===== config.mk =====
export PLATFORM = sky130hd
export DESIGN_NAME = fir_sm_fifo
export DESIGN_NICKNAME = d
export VERILOG_FILES = /design/src/rtl/fir_pkg.sv /design/src/rtl/fir_sync_fifo.sv /design/src/rtl/fir_sm_fifo.sv
export SDC_FILE = /design/constraint.sdc
export NUM_CORES = 1
export LEC_CHECK = 0
export BUFFER_PORTS_ARGS = -buffer_cell sky130_fd_sc_hd__clkbuf_2
export CORE_MARGIN = 5
export CORE_UTILIZATION = 25
export DETAILED_ROUTE_END_ITERATION = 16
export GPL_TIMING_DRIVEN = 1
export PLACE_DENSITY_LB_ADDON = 0.1
export SYNTH_ARGS = -nofsm -noshare
export SYNTH_HDL_FRONTEND = slang
export SYNTH_SLANG_ARGS = --single-unit

===== constraint.sdc =====
create_clock -name axis_clk -period 7.35 [get_ports axis_clk]
set_input_delay 0.3675 -clock axis_clk [delete_from_list [all_inputs] [get_ports axis_clk]]
set_output_delay 0.3675 -clock axis_clk [all_outputs]
set_load 0.03 [all_outputs]

===== src/rtl/fir_pkg.sv =====
// Shared constants for the FIR output buffer: data width, statistics register map, status bit positions.
package fir_pkg;

    localparam int pDATA_WIDTH = 32;

    localparam logic [11:0] STAT_ADDR_STATUS = 12'h000;
    localparam logic [11:0] STAT_ADDR_CNT    = 12'h004;
    localparam logic [11:0] STAT_ADDR_PEAK   = 12'h008;
    localparam logic [11:0] STAT_ADDR_LEVEL  = 12'h00C;

    localparam int STAT_BIT_DONE  = 0;
    localparam int STAT_BIT_EMPTY = 2;
    localparam int STAT_BIT_FULL  = 3;

endpackage


===== src/rtl/fir_sync_fifo.sv =====
// Single-clock FIFO: storage, extra-MSB pointers, full/empty, level and next-cycle full flag.
module fir_sync_fifo #(
    parameter int WIDTH = 33,
    parameter int DEPTH = 8
) (
    input  logic                       clk,
    input  logic                       rst_n,
    input  logic                       push,
    input  logic [WIDTH-1:0]           wdata,
    input  logic                       pop,
    output logic [WIDTH-1:0]           rdata,
    output logic                       full,
    output logic                       full_nxt,
    output logic                       empty,
    output logic [$clog2(DEPTH):0]     level
);
    localparam int AW = $clog2(DEPTH);

    logic [WIDTH-1:0] mem [DEPTH];
    logic [AW:0]      wr_ptr, rd_ptr, wr_nxt, rd_nxt;
    logic             push_ok, pop_ok;

    // Guard against overflow/underflow regardless of what the caller does.
    assign push_ok = push & ~full;
    assign pop_ok  = pop & ~empty;

    assign full  = (wr_ptr[AW] != rd_ptr[AW]) && (wr_ptr[AW-1:0] == rd_ptr[AW-1:0]);
    assign empty = (wr_ptr == rd_ptr);
    assign level = wr_ptr - rd_ptr;
    assign rdata = mem[rd_ptr[AW-1:0]];

    // Pointer state after this edge; lets the caller register a ready that is exact next cycle.
    always_comb begin
        wr_nxt   = wr_ptr + (AW+1)'(push_ok);
        rd_nxt   = rd_ptr + (AW+1)'(pop_ok);
        full_nxt = (wr_nxt[AW] != rd_nxt[AW]) && (wr_nxt[AW-1:0] == rd_nxt[AW-1:0]);
    end

    // Pointer registers.
    always_ff @(posedge clk or negedge rst_n) begin
        if (!rst_n) begin
            wr_ptr <= '0;
            rd_ptr <= '0;
        end else begin
            wr_ptr <= wr_nxt;
            rd_ptr <= rd_nxt;
        end
    end

    // Storage write; contents need no reset because empty masks them.
    always_ff @(posedge clk) begin
        if (push_ok) mem[wr_ptr[AW-1:0]] <= wdata;
    end

endmodule


===== src/rtl/fir_sm_fifo.sv =====
// FIR stream output buffer with per-frame delivery statistics on a read-only AXI-Lite slave.
module fir_sm_fifo #(
    parameter int pADDR_WIDTH = 12,
    parameter int pDATA_WIDTH = 32,
    parameter int pDEPTH      = 8
) (
    input  logic                   axis_clk,
    input  logic                   axis_rst_n,
    input  logic                   s_tvalid,
    input  logic [pDATA_WIDTH-1:0] s_tdata,
    input  logic                   s_tlast,
    output logic                   s_tready,
    output logic                   m_tvalid,
    output logic [pDATA_WIDTH-1:0] m_tdata,
    output logic                   m_tlast,
    input  logic                   m_tready,
    input  logic                   arvalid,
    input  logic [pADDR_WIDTH-1:0] araddr,
    output logic                   arready,
    output logic                   rvalid,
    output logic [pDATA_WIDTH-1:0] rdata,
    input  logic                   rready
);
    import fir_pkg::*;

    localparam int AW = $clog2(pDEPTH);

    logic                   push, pop, full, full_nxt, empty;
    logic [pDATA_WIDTH:0]   head;
    logic [AW:0]            level;
    logic [pDATA_WIDTH-1:0] y_abs, sample_cnt, peak, reg_mux;
    logic                   frame_done, ar_hs, r_hs, rvalid_nxt;

    assign push = s_tvalid & s_tready;
    assign pop  = m_tvalid & m_tready;

    fir_sync_fifo #(.WIDTH(pDATA_WIDTH + 1), .DEPTH(pDEPTH)) u_fifo (
        .clk      (axis_clk),
        .rst_n    (axis_rst_n),
        .push     (push),
        .wdata    ({s_tlast, s_tdata}),
        .pop      (pop),
        .rdata    (head),
        .full     (full),
        .full_nxt (full_nxt),
        .empty    (empty),
        .level    (level)
    );

    // Head is masked while empty so stale storage never shows on m_*.
    assign m_tvalid = ~empty;
    assign m_tdata  = empty ? '0 : head[pDATA_WIDTH-1:0];
    assign m_tlast  = ~empty & head[pDATA_WIDTH];

    // Upstream ready from the post-edge full flag: no path from m_tready, yet no bubble after a pop.
    always_ff @(posedge axis_clk or negedge axis_rst_n) begin
        if (!axis_rst_n) s_tready <= 1'b0;
        else             s_tready <= ~full_nxt;
    end

    // Magnitude of the head sample; the most negative value saturates to the most positive.
    always_comb begin
        y_abs = m_tdata;
        if (m_tdata[pDATA_WIDTH-1]) begin
            if (m_tdata == {1'b1, {(pDATA_WIDTH-1){1'b0}}}) y_abs = {1'b0, {(pDATA_WIDTH-1){1'b1}}};
            else                                           y_abs = -m_tdata;
        end
    end

    // Frame statistics on delivered samples; the pop after frame_done starts a new frame.
    always_ff @(posedge axis_clk or negedge axis_rst_n) begin
        if (!axis_rst_n) begin
            sample_cnt <= '0;
            peak       <= '0;
            frame_done <= 1'b0;
        end else if (pop) begin
            frame_done <= m_tlast;
            if (frame_done) begin
                sample_cnt <= pDATA_WIDTH'(1);
                peak       <= y_abs;
            end else begin
                sample_cnt <= sample_cnt + pDATA_WIDTH'(1);
                if (y_abs > peak) peak <= y_abs;
            end
        end
    end

    // Register map decode, sampled at the address handshake.
    always_comb begin
        reg_mux = '0;
        case (araddr)
            pADDR_WIDTH'(STAT_ADDR_STATUS): begin
                reg_mux[STAT_BIT_FULL]  = full;
                reg_mux[STAT_BIT_EMPTY] = empty;
                reg_mux[STAT_BIT_DONE]  = frame_done;
            end
            pADDR_WIDTH'(STAT_ADDR_CNT):   reg_mux = sample_cnt;
            pADDR_WIDTH'(STAT_ADDR_PEAK):  reg_mux = peak;
            pADDR_WIDTH'(STAT_ADDR_LEVEL): reg_mux = pDATA_WIDTH'(level);
            default:                       reg_mux = '0;
        endcase
    end

    assign ar_hs = arvalid & arready;
    assign r_hs  = rvalid & rready;

    // One outstanding read: rvalid set by ar handshake, cleared by r handshake.
    always_comb begin
        rvalid_nxt = rvalid;
        if (r_hs)  rvalid_nxt = 1'b0;
        if (ar_hs) rvalid_nxt = 1'b1;
    end

    // Read channel registers; arready tracks the complement of the next rvalid.
    always_ff @(posedge axis_clk or negedge axis_rst_n) begin
        if (!axis_rst_n) begin
            arready <= 1'b0;
            rvalid  <= 1'b0;
            rdata   <= '0;
        end else begin
            arready <= ~rvalid_nxt;
            rvalid  <= rvalid_nxt;
            if (ar_hs)     rdata <= reg_mux;
            else if (r_hs) rdata <= '0;
        end
    end

endmodule


# Word level (Yosys, flattened, before mapping)
# Memory sizes are Yosys's and may differ from the RTL's.
# Cells that the tools add are included.
totals:
  register_bits: 108
  latchBits: 0
  ram_bits: 264
  romBits: 0
  inputBits: 51
  out_inout_bits: 69
  elab_cells: 58
  memories: 1
memory_table:
  columns: ["name", "words", "word_bits", "read_ports", "rd_clocked_by_memory_dff", "write_ports", "line_no", "source"]
  rows:
  - ["u_fifo.mem", 8, 33, 1, 0, 1, "fir_sync_fifo.sv:19", "logic [WIDTH-1:0] mem [DEPTH];"]
op_classes:
  n_addsub: 5
  multipliers: 0
  div: 0
  magnitude_cmp: 1
  eq_ne: 9
  shift: 0
  mux: 16
  bitwise_logic: 11
  n_reduce_logical: 6
op_table:
  columns: ["op", "count"]
  rows:
  - ["two-way mux 32 bit", 8]
  - ["case mux 28 bit (2 select lines)", 1]
  - ["adder 32 x 1 -> 32 bit, second input constant", 1]
  - ["== test 32 bit, second input constant", 1]
  - ["greater-than comparator 32 bit", 1]
  - ["negation 32 bit", 1]
  - ["== test 12 x 4 -> 1 bit, second input constant", 2]
  - ["== test 12 x 3 -> 1 bit, second input constant", 1]
  - ["logical NOT 12 bit", 1]
  - ["adder 4 x 1 -> 4 bit", 2]
  - ["case mux 2 bit (4 select lines)", 1]
  - ["AND 1 bit", 7]
  - ["== test 3 bit", 2]
  - ["== test 4 bit", 1]
  - ["two-way mux 1 bit", 4]
  - ["NOT 1 bit", 4]
  - ["case mux 1 bit (4 select lines)", 1]
  - ["nonzero test 2 bit", 2]
  - ["subtractor 4 bit", 1]
  - ["case mux 1 bit (3 select lines)", 1]
  - ["logical AND 1 bit", 2]
  - ["inequality test 1 bit", 2]
  - ["AND reduction 2 bit", 1]

# Logic depth before layout (Yosys ltp)
# Gate-level depths: netlist (run 1).
depth:
  word_depth: 8
  depth_mapped: 28
  ltp_nobuf: 22

# Modules after synthesis
# Synthesis (run 1) repeated with hierarchy kept, for this count alone.
unflattened:
  hier_cells: 1188
  hier_area_um2: 16841.2
by_module_without_submodules:
  columns: ["module", "n_inst", "cells_per_inst", "area_each_um2", "seq_area_each_um2"]
  rows:
  - ["fir_sync_fifo", 1, 509, 10487.6, 8127.8]
  - ["fir_sm_fifo", 1, 679, 6353.6, 2502.4]

# Worst setup path after synthesis (run 1)
# OpenSTA, ideal clock, no wires.
synth_timing:
  path_kind: "flip-flop to flip-flop"
  startpoint: "reg u_fifo.rd_ptr[1]"
  endpoint: "reg peak[11]"
  setup_time_ps: 125
  arrival_ps: 5675
  required_time_ps: 7225
  setup_slack_ps: 1550
  path_stages_with_launch: 26
  n_path_buf: 5
  synth_period_minus_slack_ps: 5800
  path_cell_list: "dfrtp_1 > buf_4 > inv_1 > ha_1 > nand3_1 > nor2_2 > inv_1 > clkbuf_1 > and3_1 > inv_1 > ha_1 > nand3_2 > nor4_4 > nand3_2 > buf_2 > buf_6 > nand2_1 > ha_1 > a21o_1 > a21o_1 > a211oi_1 > o31ai_1 > a311o_1 > o21ai_1 > clkbuf_1 > mux2_2"
synth_via:
  word_cells_on_any_way: 14
  cone_classes: "add/sub (1); order compare (1); eq/ne (2); mux (5); bitwise (2); reduce/logical (2); memory (1)"
synth_rtl:
  columns: ["element", "line_no", "source"]
  rows:
  - ["from (decl)", "fir_sync_fifo.sv:20", "logic [AW:0] wr_ptr, rd_ptr, wr_nxt, rd_nxt;"]
  - ["from (signal assigned)", "fir_sync_fifo.sv:46", "rd_ptr <= rd_nxt;"]
  - ["== test 4 bit", "fir_sync_fifo.sv:28", "assign empty = (wr_ptr == rd_ptr);"]
  - ["NOT 1 bit", "fir_sm_fifo.sv:51", "assign m_tvalid = ~empty;"]
  - ["named net m_tvalid", "fir_sm_fifo.sv:13", "output logic m_tvalid,"]
  - ["AND 1 bit", "fir_sm_fifo.sv:35", "assign pop = m_tvalid & m_tready;"]
  - ["AND reduction 2 bit (no line)", null, null]
  - ["to (signal assigned)", "fir_sm_fifo.sv:80", "peak <= y_abs;"]
  - ["to (signal assigned)", "fir_sm_fifo.sv:83", "if (y_abs > peak) peak <= y_abs;"]
  - ["to (decl)", "fir_sm_fifo.sv:31", "logic [pDATA_WIDTH-1:0] y_abs, sample_cnt, peak, reg_mux;"]
# The timed path passes the listed nets, and every way through them passes these cells. The select of a mux whose other input is x is not followed.
# A chain may end at the register's enable or synchronous reset.

# Final worst setup path (run 1)
layout_timing:
  startpoint: "reg u_fifo.rd_ptr[2]"
  endpoint: "reg peak[7]"
layout_via:
  elab_chain_len: 8
  word_cells_on_any_way: 14
  cone_classes: "add/sub (1); order compare (1); eq/ne (2); mux (5); bitwise (2); reduce/logical (2); memory (1)"
layout_lines:
  columns: ["element", "line_no", "source"]
  rows:
  - ["memory (8 x 33 bit) / == test 4 bit (equally long branches)", null, null]
  - ["two-way mux 32 bit *", "fir_sm_fifo.sv:52", "assign m_tdata = empty ? '0 : head[pDATA_WIDTH-1:0];"]
  - ["negation 32 bit / == test 32 bit (equally long branches)", "fir_sm_fifo.sv:66, fir_sm_fifo.sv:65", null]
  - ["two-way mux 32 bit", "fir_sm_fifo.sv:65", "if (m_tdata == {1'b1, {(pDATA_WIDTH-1){1'b0}}}) y_abs = {1'b0, {(pDATA_WIDTH-1){1'b1}}};"]
  - ["two-way mux 32 bit *", "fir_sm_fifo.sv:64", "if (m_tdata[pDATA_WIDTH-1]) begin"]
  - ["named net y_abs[29]", "fir_sm_fifo.sv:31", null]
  - ["greater-than comparator 32 bit *", "fir_sm_fifo.sv:83", null]
  - ["nonzero test 2 bit (no line) *", null, null]
  - ["AND reduction 2 bit (no line) *", null, null]
# Mark *: on every way through the listed nets, which the timed path passes. The rest lies on a longest branch. The select of a mux whose other input is x is not followed.

==> metrics.cfg, run 1 <==
[run_status]
status=complete, no violations

[finish]
area_growth_pct=18.0
fin_cells=2300
fin_util_pct=29.7
final_common_cell=edfxtp_1
drive_above_1_share_pct=19.6
finalNetCount=1486
layout_common_cells=edfxtp_1 (264), mux2i_1 (118), clkbuf_2 (118)
stdcell_area_sq_mm=0.0200

[sta]
min_period_ps=6540
fin_skew_ps=17.5
finalMaxSlewViolations=0
worstMarginPinSlew_ps=1160
setup_tns_ps=0
finalHoldViolCount=0
rsz0062_at_grt=false
maxSlewHeadroom_pct=22.8
clock.fmax_mhz=153
period_share_pct=89.0
finalSetupViolations=0

[floorplanning]
row_count=95
io_pins=120
initial_core_util_pct=25.2
die_width_um=270
coreArea_sq_mm=0.0672
die-area_sq_mm=0.0729
die_h_um=270

[global_routing]
gr-total-overflow=0
grt_pass1_wl_mm=72.7
met3_usage_pct=2.51
track_usage_pct=13.0
gr-usage-met2_pct=22.0
grt_max_degree=70
busiest_layer=met2
grt_pass1_vias=10800
met1_usage_pct=17.5
antenna_found_initial=2

[setup_path]
crit_type=flop to flop
arrival_ps=6990
cp-end-kind=flop
critPathMaxFanout=25
start_kind=flop
cp.required_ps=7800

[placed_design]
portBuffers=119
dpl.cell_count=2219
gp_congestion=0.739
dpl.hpwl_mm=33.1
placed_cell_area_sq_mm=0.0186

[clocking]
cts.sinks=372
cts_max_path_buffers=3
htree_levels=2
clkLatencyLatePin_ps=580
cts-root-buf=clkbuf_16
cts.reportedPaths.clkPinSlew_ps=60
cts_tree=built
cts_inserted_buffers=44
ctsResizeCount=0

[yosys]
synth.distinct_cells=65
syn_nets=1345
ys_seq_area_share_pct=62.9
synth_area_sq_mm=0.0169
synth_async_sr_flop_share_pct=29.0
syn_inst=1252
synth_edf_count=264
ys_warn_count=0
syn_avg_cell_area_sq_um=13.5
synth-seq-cells=372
synth_flop_cell=edfxtp_1

[pwr]
p_switching_mw=4.75
p_total_mw=10.5
power.density_mw_per_mm2=526
p_seq_share_pct=27.4
p_sw_share_pct=45.2
combinationalPowerShare_pct=52.8
ir_drop_uv=187
p_int_mw=5.75
clkPwrFrac_pct=19.9
leakage_nw=7.81

[route]
drt_iter0_markers=528
route.vias.total=10400
remaining_drc_errors=0
first_pass_iters=4
drtAntennaViolNets=0
drt-total-wl_mm=48.3
routedWlPerCell_um=21.0
viasPerCell=4.53

[job]
max_cap_viol_count=0

[worst_hold_path]
hold_class=input port to flop

## final cells by class
cell class | instances | area (sq um)
well taps | 873 | 1090
clock inverters | 21 | 185
repair buffers | 157 | 886
inverters | 77 | 289
multi-input cells | 741 | 5690
clock buffers | 58 | 1170
flip-flops and latches | 372 | 10600
diodes | 1 | 2.50
fillers | 6732 | 47200
## power groups by stage
stage | logic (mW) | registers [mW] | clock network [mW]
after floorplan | 3.91 | 2.81 | 0
after global placement | 5.68 | 2.91 | 0
after detailed placement | 5.65 | 2.92 | 0
after CTS | 5.67 | 2.88 | 2.18
after global routing | 6.13 | 2.91 | 2.25
final | 5.54 | 2.87 | 2.09
## kinds of logic after synthesis
logic type | after synthesis | share of synthesized area [%]
AOI/OAI and AO/OA | 220 | 9.13
xor gates and xnor gates | 57 | 2.95
adders and majority gates | 42 | 3.15
buffers and inverters | 139 | 3.92
DFF | 372 | 62.9
muxes | 143 | 9.39
and+or+nand+nor | 279 | 8.56
## final timing paths
| check | startpoint | to | slack (ps) | depth (start not counted) |
|---|---|---|---|---|
| setup / recovery | u_fifo.rd_ptr[2] | peak[7] | 810 | 20 |
| hold / removal | rready | rvalid | 70 | 2 |
| setup reg to reg | u_fifo.rd_ptr[2] | peak[7] | 810 | 20 |
| hold reg to reg | rdata[22] | rdata[22] | 480 | 2 |
| max in group asynchronous | axis_rst_n | rdata[26] | 5640 | 3 |
| min in group asynchronous | axis_rst_n | rdata[6] | 360 | 2 |
## layer usage
layer | part of all wire (%) | vias to the layer above | wire [um]
met1 | 46 | 5242 | 22300
li1 | - | 4969 | -
met5 | 0.027 | - | 13
met3 | 3.5 | 58 | 1710
met2 | 48 | 150 | 23400
met4 | 1.7 | 2 | 823
## cells in the mapped netlist, drive strengths merged (2+ instances only)
cell type / number / area [sq um]
edfxtp: 264 / 7930
mux2i: 118 / 1180
dfrtp: 108 / 2700
nand2: 108 / 408
a22oi: 93 / 748
inv: 77 / 289
nor2: 49 / 194
o21ai: 49 / 245
xnor2: 44 / 385
ha: 41 / 513
nand3: 38 / 210
buf: 35 / 273
clkbuf: 27 / 101
a21oi: 25 / 125
nand4: 24 / 171
nor3: 16 / 85.1
mux2: 14 / 158
xor2: 13 / 114
mux4: 11 / 248
a31oi: 10 / 62.6
a21o: 9 / 67.6
or3: 9 / 56.3
a22o: 6 / 52.6
nor4: 6 / 88.8
o41ai: 6 / 52.6
a41oi: 5 / 43.8
nor2b: 5 / 38.8
nand2b: 4 / 25.0
nor3b: 4 / 30.0
o211ai: 4 / 30.0
and3: 3 / 18.8
and4: 3 / 26.3
o31ai: 3 / 22.5
a211oi: 2 / 15.0
a221oi: 2 / 30.0
and2b: 2 / 15.0
nand3b: 2 / 15.0
## through the flow
stage,setup slack [ps],hold slack [ps]
after detailed placement,773,410
after CTS,744,21.0
after global placement,960,421
after global routing,300,55.1
final,809,66.9
after floorplan,1550,71.9
## registers in the layout, summed over array words and instances, names as in the netlist, 4 cells and up
register and cells:
peak 32, sample_cnt 32, u_fifo.wr_ptr 4, u_fifo.mem 264, u_fifo.rd_ptr 4, rdata 32
## critical path, stage by stage (launching register included)
cell      delay (ps)
dfrtp_1          580
inv_1            170
ha_1             360
nand3_1          130
nor2_2           250
inv_1            400
buf_4            360
nand4_1          210
nand3_2          290
nor4_4           520
nand3_2          650
nand2_1          240
ha_1             270
a21o_1           180
a21o_1           170
a211oi_1         250
o31ai_1          110
a311o_1          370
o21ai_4          180
buf_4            310
mux2_2           380
## repair_timing
item	4_1_cts	5_1_grt
endpoints found under the hold margin	39	0
hold buffers	1	0
buffers inserted	0	0
Power figures use the tool's default switching activity.
==> inputs of run 2 (changes only) <==
clock period = 5.4 ns   (was 7.35 ns; I/O delays follow)
==> metrics.cfg, run 2 (synthesis gave the netlist of run 1 again) <==
[finish]
layout_common_cells=edfxtp_1 (264), mux2i_1 (118), clkbuf_2 (118)
seqCellArea_sq_mm=0.0106
n_fill_cell=6716
finalNetCount=1600
drive_above_1_share_pct=24.1
largest_reg_flops=264
area_growth_pct=25.4
multiInputGateArea_sq_mm=0.00571
final_common_cell=edfxtp_1

[global_routing]
grt_pass1_wl_mm=74.7
met3_usage_pct=2.54
track_usage_pct=13.4
busiest_layer=met2
met1_usage_pct=17.9
gr-usage-met2_pct=22.7
grt_max_degree=62
gr-total-overflow=0
antenna_found_initial=4
grt_pass1_vias=11300

[placed_design]
pre_cts_ws_ps=82.2
portBuffers=119
gp_congestion=0.790
dpl.hpwl_mm=34.2

[clocking]
cts.sinks=372
cts_max_path_buffers=3
clkLatencyLatePin_ps=590
cts.reportedPaths.clkPinSlew_ps=60
htree_levels=2
cts_tree=built
cts-root-buf=clkbuf_16
cts_inserted_buffers=46

[sta]
finalSetupViolations=0
period_share_pct=94.1
min_period_ps=5080
maxSlewHeadroom_pct=28.1
finalMaxSlewViolations=0
timing.final.ws_setup_ps=320
worstMarginPinSlew_ps=1080
finalHoldViolCount=0
setup_tns_ps=0
fin_skew_ps=20.3
clock.fmax_mhz=197

[setup_path]
cp_common_cell=buf_4
cp.required_ps=5830
cp-end-kind=flop
r2r-end=peak[15]
arrival_ps=5510
crit_type=flop to flop
critPathTopFamily=simple AND/OR/NAND/NOR gates
critPathMaxFanout=16
cpPeakStageDelay_ps=470
rrSetupSlack_ps=320
critPathBufInv=7
reg2reg_depth=25
r2r-start=u_fifo.rd_ptr[0]
crit_slowest_cell=dfrtp_4
start_kind=flop

[floorplanning]
io_pins=120
initial_core_util_pct=25.2
die-area_sq_mm=0.0729
die_width_um=270
coreArea_sq_mm=0.0672
row_count=95
die_h_um=270

[route]
drtAntennaViolNets=0
first_pass_iters=5
routedWlPerCell_um=20.7
drt-total-wl_mm=50.1
remaining_drc_errors=0
drt_iter0_markers=590
viasPerCell=4.52
route.vias.total=10900

[worst_hold_path]
hold_end=rdata[1]
hold_depth=4
hold_class=input port to flop
worstHoldStart=araddr[3]

[pwr]
leakage_nw=8.47
ir_drop_uv=253
power.density_mw_per_mm2=742

[job]
max_cap_viol_count=0

[run_status]
status=complete, no violations

## run 2: metal layers
layer / vias to the layer above / wire, um
met5: - / 33
met4: 6 / 1070
met1: 5463 / 23100
met2: 165 / 24100
met3: 70 / 1800
li1: 5202 / -
## run 2: per-stage QoR
step	instance area, sq um	cells	utilization (%)	hold WS (ps)	power [mW]
2_1_floorplan	16900	1252	-	-25.6	9.17
3_3_place_gp	19200	2292	28.7	434	12.7
3_5_place_dp	19200	2292	28.7	437	12.7
4_1_cts	21100	2409	31.4	164	15.9
5_1_grt	21200	2414	31.6	226	16.8
6_report	21200	2415	31.6	193	15.7
## run 2: worst reg2reg max path, delay by kind of cell, from the launching register on
kind	cells	cell delay, ps
AO/OA/AOI/OAI	4	580
buffers and inverters	7	1300
AND/OR/NAND/NOR	11	1700
XOR/XNOR	1	280
adder cells (fa/ha/maj)	2	610
flip-flops	1	470
## run 2: timing repair
action	CTS	global route
endpoints found under the hold margin	326	0
endpoints found under the setup margin	0	31
hold buffers	35	0
buffers inserted	0	5
gates resized for setup	0	5
## run 2: worst max-delay path by stage
stage	start	endpoint	slack, ps	depth (start not counted)
after detailed placement	u_fifo.rd_ptr[1]	peak[26]	80	20
after CTS	u_fifo.rd_ptr[1]	peak[26]	70	19
after global routing	u_fifo.rd_ptr[0]	peak[15]	-60	23
after floorplan	u_fifo.rd_ptr[1]	peak[11]	70	25
after global placement	u_fifo.rd_ptr[1]	peak[24]	110	19
final	u_fifo.rd_ptr[0]	peak[15]	320	25
## run 2: layout make-up
type	instances	area share, %
clock buffer	61	5.89
inverter	77	1.36
multi-input combinational	741	27.0
tap	873	5.15
antenna	1	0.0118
clock inverter	21	1.29
timing repair buffer	269	9.16
sequential	372	50.2
## run 2: power by group
part	total (mW)	internal (mW)	switching, mW
combinational	8.78	3.46	5.31
clock	3.10	1.87	1.23
sequential	3.84	3.60	0.234
==> inputs of run 3 (changes only) <==
ABC_AREA = 1   (was unset)
CORE_UTILIZATION = 55   (was 25)
==> metrics.cfg, run 3 <==
[run_status]
status=complete, no violations

[floorplanning]
die-area_sq_mm=0.0374
row_count=67
initial_core_util_pct=55.4
die_width_um=193
io_pins=120
die_h_um=193
coreArea_sq_mm=0.0334

[job]
max_cap_viol_count=0

[yosys]
synth.distinct_cells=46
synth_edf_count=264
synthTopCellsByArea=edfxtp_1 (43%), dfrtp_1 (15%), nand2_1 (12%), nand3_1 (6.2%), inv_1 (4.4%)
synth_area_sq_mm=0.0185
ys_warn_count=0
synth_most_common_cell=nand2_1
yosysTopAreaCell=edfxtp_1
syn_avg_cell_area_sq_um=9.22
syn_inst=2007
synth_fa_ha_area_share_pct=2.88
syn_nets=2100
synth-xor-area-share_pct=1.08
synth_async_sr_flop_share_pct=29.0
synth_top_family_by_area=simple AND/OR/NAND/NOR gates
yosys.area_share.simple_pct=25.4
synth-seq-cells=372
synth_top_area_share_pct=42.9
synth_compound_area_share_pct=5.61
ys_seq_area_share_pct=57.5
synthMuxAreaShare_pct=0
synth_common_cells=nand2_1 (589), edfxtp_1 (264), nand3_1 (228)
synth_flop_cell=edfxtp_1

[route]
remaining_drc_errors=0
drt_iter0_markers=1171
drtAntennaViolNets=0
drt-total-wl_mm=50.5
first_pass_iters=5
viasPerCell=5.49
routedWlPerCell_um=19.2
route.vias.total=14400

[clocking]
cts_max_path_buffers=3
htree_levels=2
cts_tree=built
cts.reportedPaths.clkPinSlew_ps=60
cts.sinks=372
clkLatencyLatePin_ps=560
cts_inserted_buffers=41
cts-root-buf=clkbuf_16

[sta]
maxSlewHeadroom_pct=20.0
min_period_ps=4860
rsz0062_at_grt=false
finalSetupViolations=0
clock.fmax_mhz=206
worstMarginPinSlew_ps=1200
fin_skew_ps=13.4
period_share_pct=90.1
finalMaxSlewViolations=0
setup_tns_ps=0
finalHoldViolCount=0
timing.final.ws_setup_ps=537

[global_routing]
antenna_found_initial=0
grt_max_degree=86
track_usage_pct=26.7
grt_pass1_vias=13900
gr-total-overflow=0
grt_pass1_wl_mm=79.3

[pwr]
p_total_mw=14.7
leakage_nw=9.38
power.density_mw_per_mm2=695
ir_drop_uv=582

[placed_design]
dpl.hpwl_mm=33.8
gp_congestion=0.981
pre_cts_ws_ps=375
dpl.cell_count=2518
portBuffers=119

[setup_path]
cp.required_ps=5870
crit_type=flop to flop
reg2reg_depth=24
start_kind=flop
arrival_ps=5340
cp-end-kind=flop
critPathMaxFanout=36

[finish]
final_common_cell=nand2_1
largest_reg_flops=264
drive_above_1_share_pct=13.2
layout_common_cells=nand2_1 (589), edfxtp_1 (264), nand3_1 (228)
fin_cells=2628
n_antenna_cell=0
finalNetCount=2241
area_growth_pct=14.3

[worst_hold_path]
hold_depth=1
hold_class=input port to flop

run 3: cell types whose count changed in the layout (fill, tap and decap cells not counted), sizes merged, moves of 57 or more:
cell and change:
a22oi -93, buf -75, o21ai +57, nor2 +110, nand2 +483, inv +146, mux2i -118, nand3 +222
run 3: worst max-delay path, stage by stage, from the launching register on:
cell,delay (ps)
dfrtp_4,610
ha_1,370
nand3_1,150
nor2_4,220
inv_4,150
buf_4,240
nand3_1,220
nand2_1,110
nor2_1,150
nand2_1,130
nor2_4,140
nand4_4,240
and2_1,240
ha_1,300
nand2_1,60
nor2_1,150
nand4_1,170
nor3b_1,310
nand2_1,90
nand3_1,70
nand2_1,70
nand2_1,100
buf_6,290
nand2_1,90
o21ai_0,80
run 3: per-layer routing:
metal / global-route usage, % / vias to the layer above / part of all wire, %
li1: - / 6974 / -
met1: 36.9 / 6883 / 43
met2: 44.7 / 471 / 49
met3: 3.39 / 100 / 5.7
met4: 8.44 / 0 / 2.8
met5: 0 / - / 0
run 3: power breakdown:
| group | internal, mW | leakage, nW | switching [mW] |
|---|---|---|---|
| logic | 2.35 | 4.91 | 5.81 |
| registers | 3.60 | 3.82 | 0.186 |
| clock network | 1.64 | 0.649 | 1.11 |
run 3: area by class of cell:
cell class	count	area, sq um
timing repair buffer	186	1220
tap	448	561
fill	2844	12200
multi-input combinational	1322	6540
clock inverter	21	186
sequential	372	10600
clock buffer	54	1150
inverter	225	850
run 3: worst paths after layout:
kind,endpoint,from,slack [ps]
max,peak[18],u_fifo.rd_ptr[0],540
min in group asynchronous,sample_cnt[12],axis_rst_n,340
min,u_fifo.mem[0][15],s_tdata[15],10
min reg2reg,sample_cnt[2],sample_cnt[2],490
max in group asynchronous,u_fifo.rd_ptr[0],axis_rst_n,3850
max reg2reg,peak[18],u_fifo.rd_ptr[0],540
run 3: what timing repair did:
item | CTS | global route
gates resized for setup | 0 | 1
buffers inserted | 0 | 8
hold endpoints to repair | 260 | 0
endpoints found under the setup margin | 0 | 20
hold buffers | 27 | 0
run 3: logic make-up after synthesis:
family	Yosys count
DFF	372
AOI/OAI and AO/OA	187
xor gates and xnor gates	22
adders and majority gates	42
and+or+nand+nor	1071
buffers and inverters	313
run 3: per-stage QoR:
stage | instance area [sq um] | utilization [%] | hold slack [ps]
after floorplan | 18500 | - | -25.6
after global placement | 19500 | 58.4 | 394
after detailed placement | 19500 | 58.4 | 396
after CTS | 21100 | 63.2 | 0.277
after global routing | 21100 | 63.4 | 28.6
final | 21100 | 63.4 | 12.9
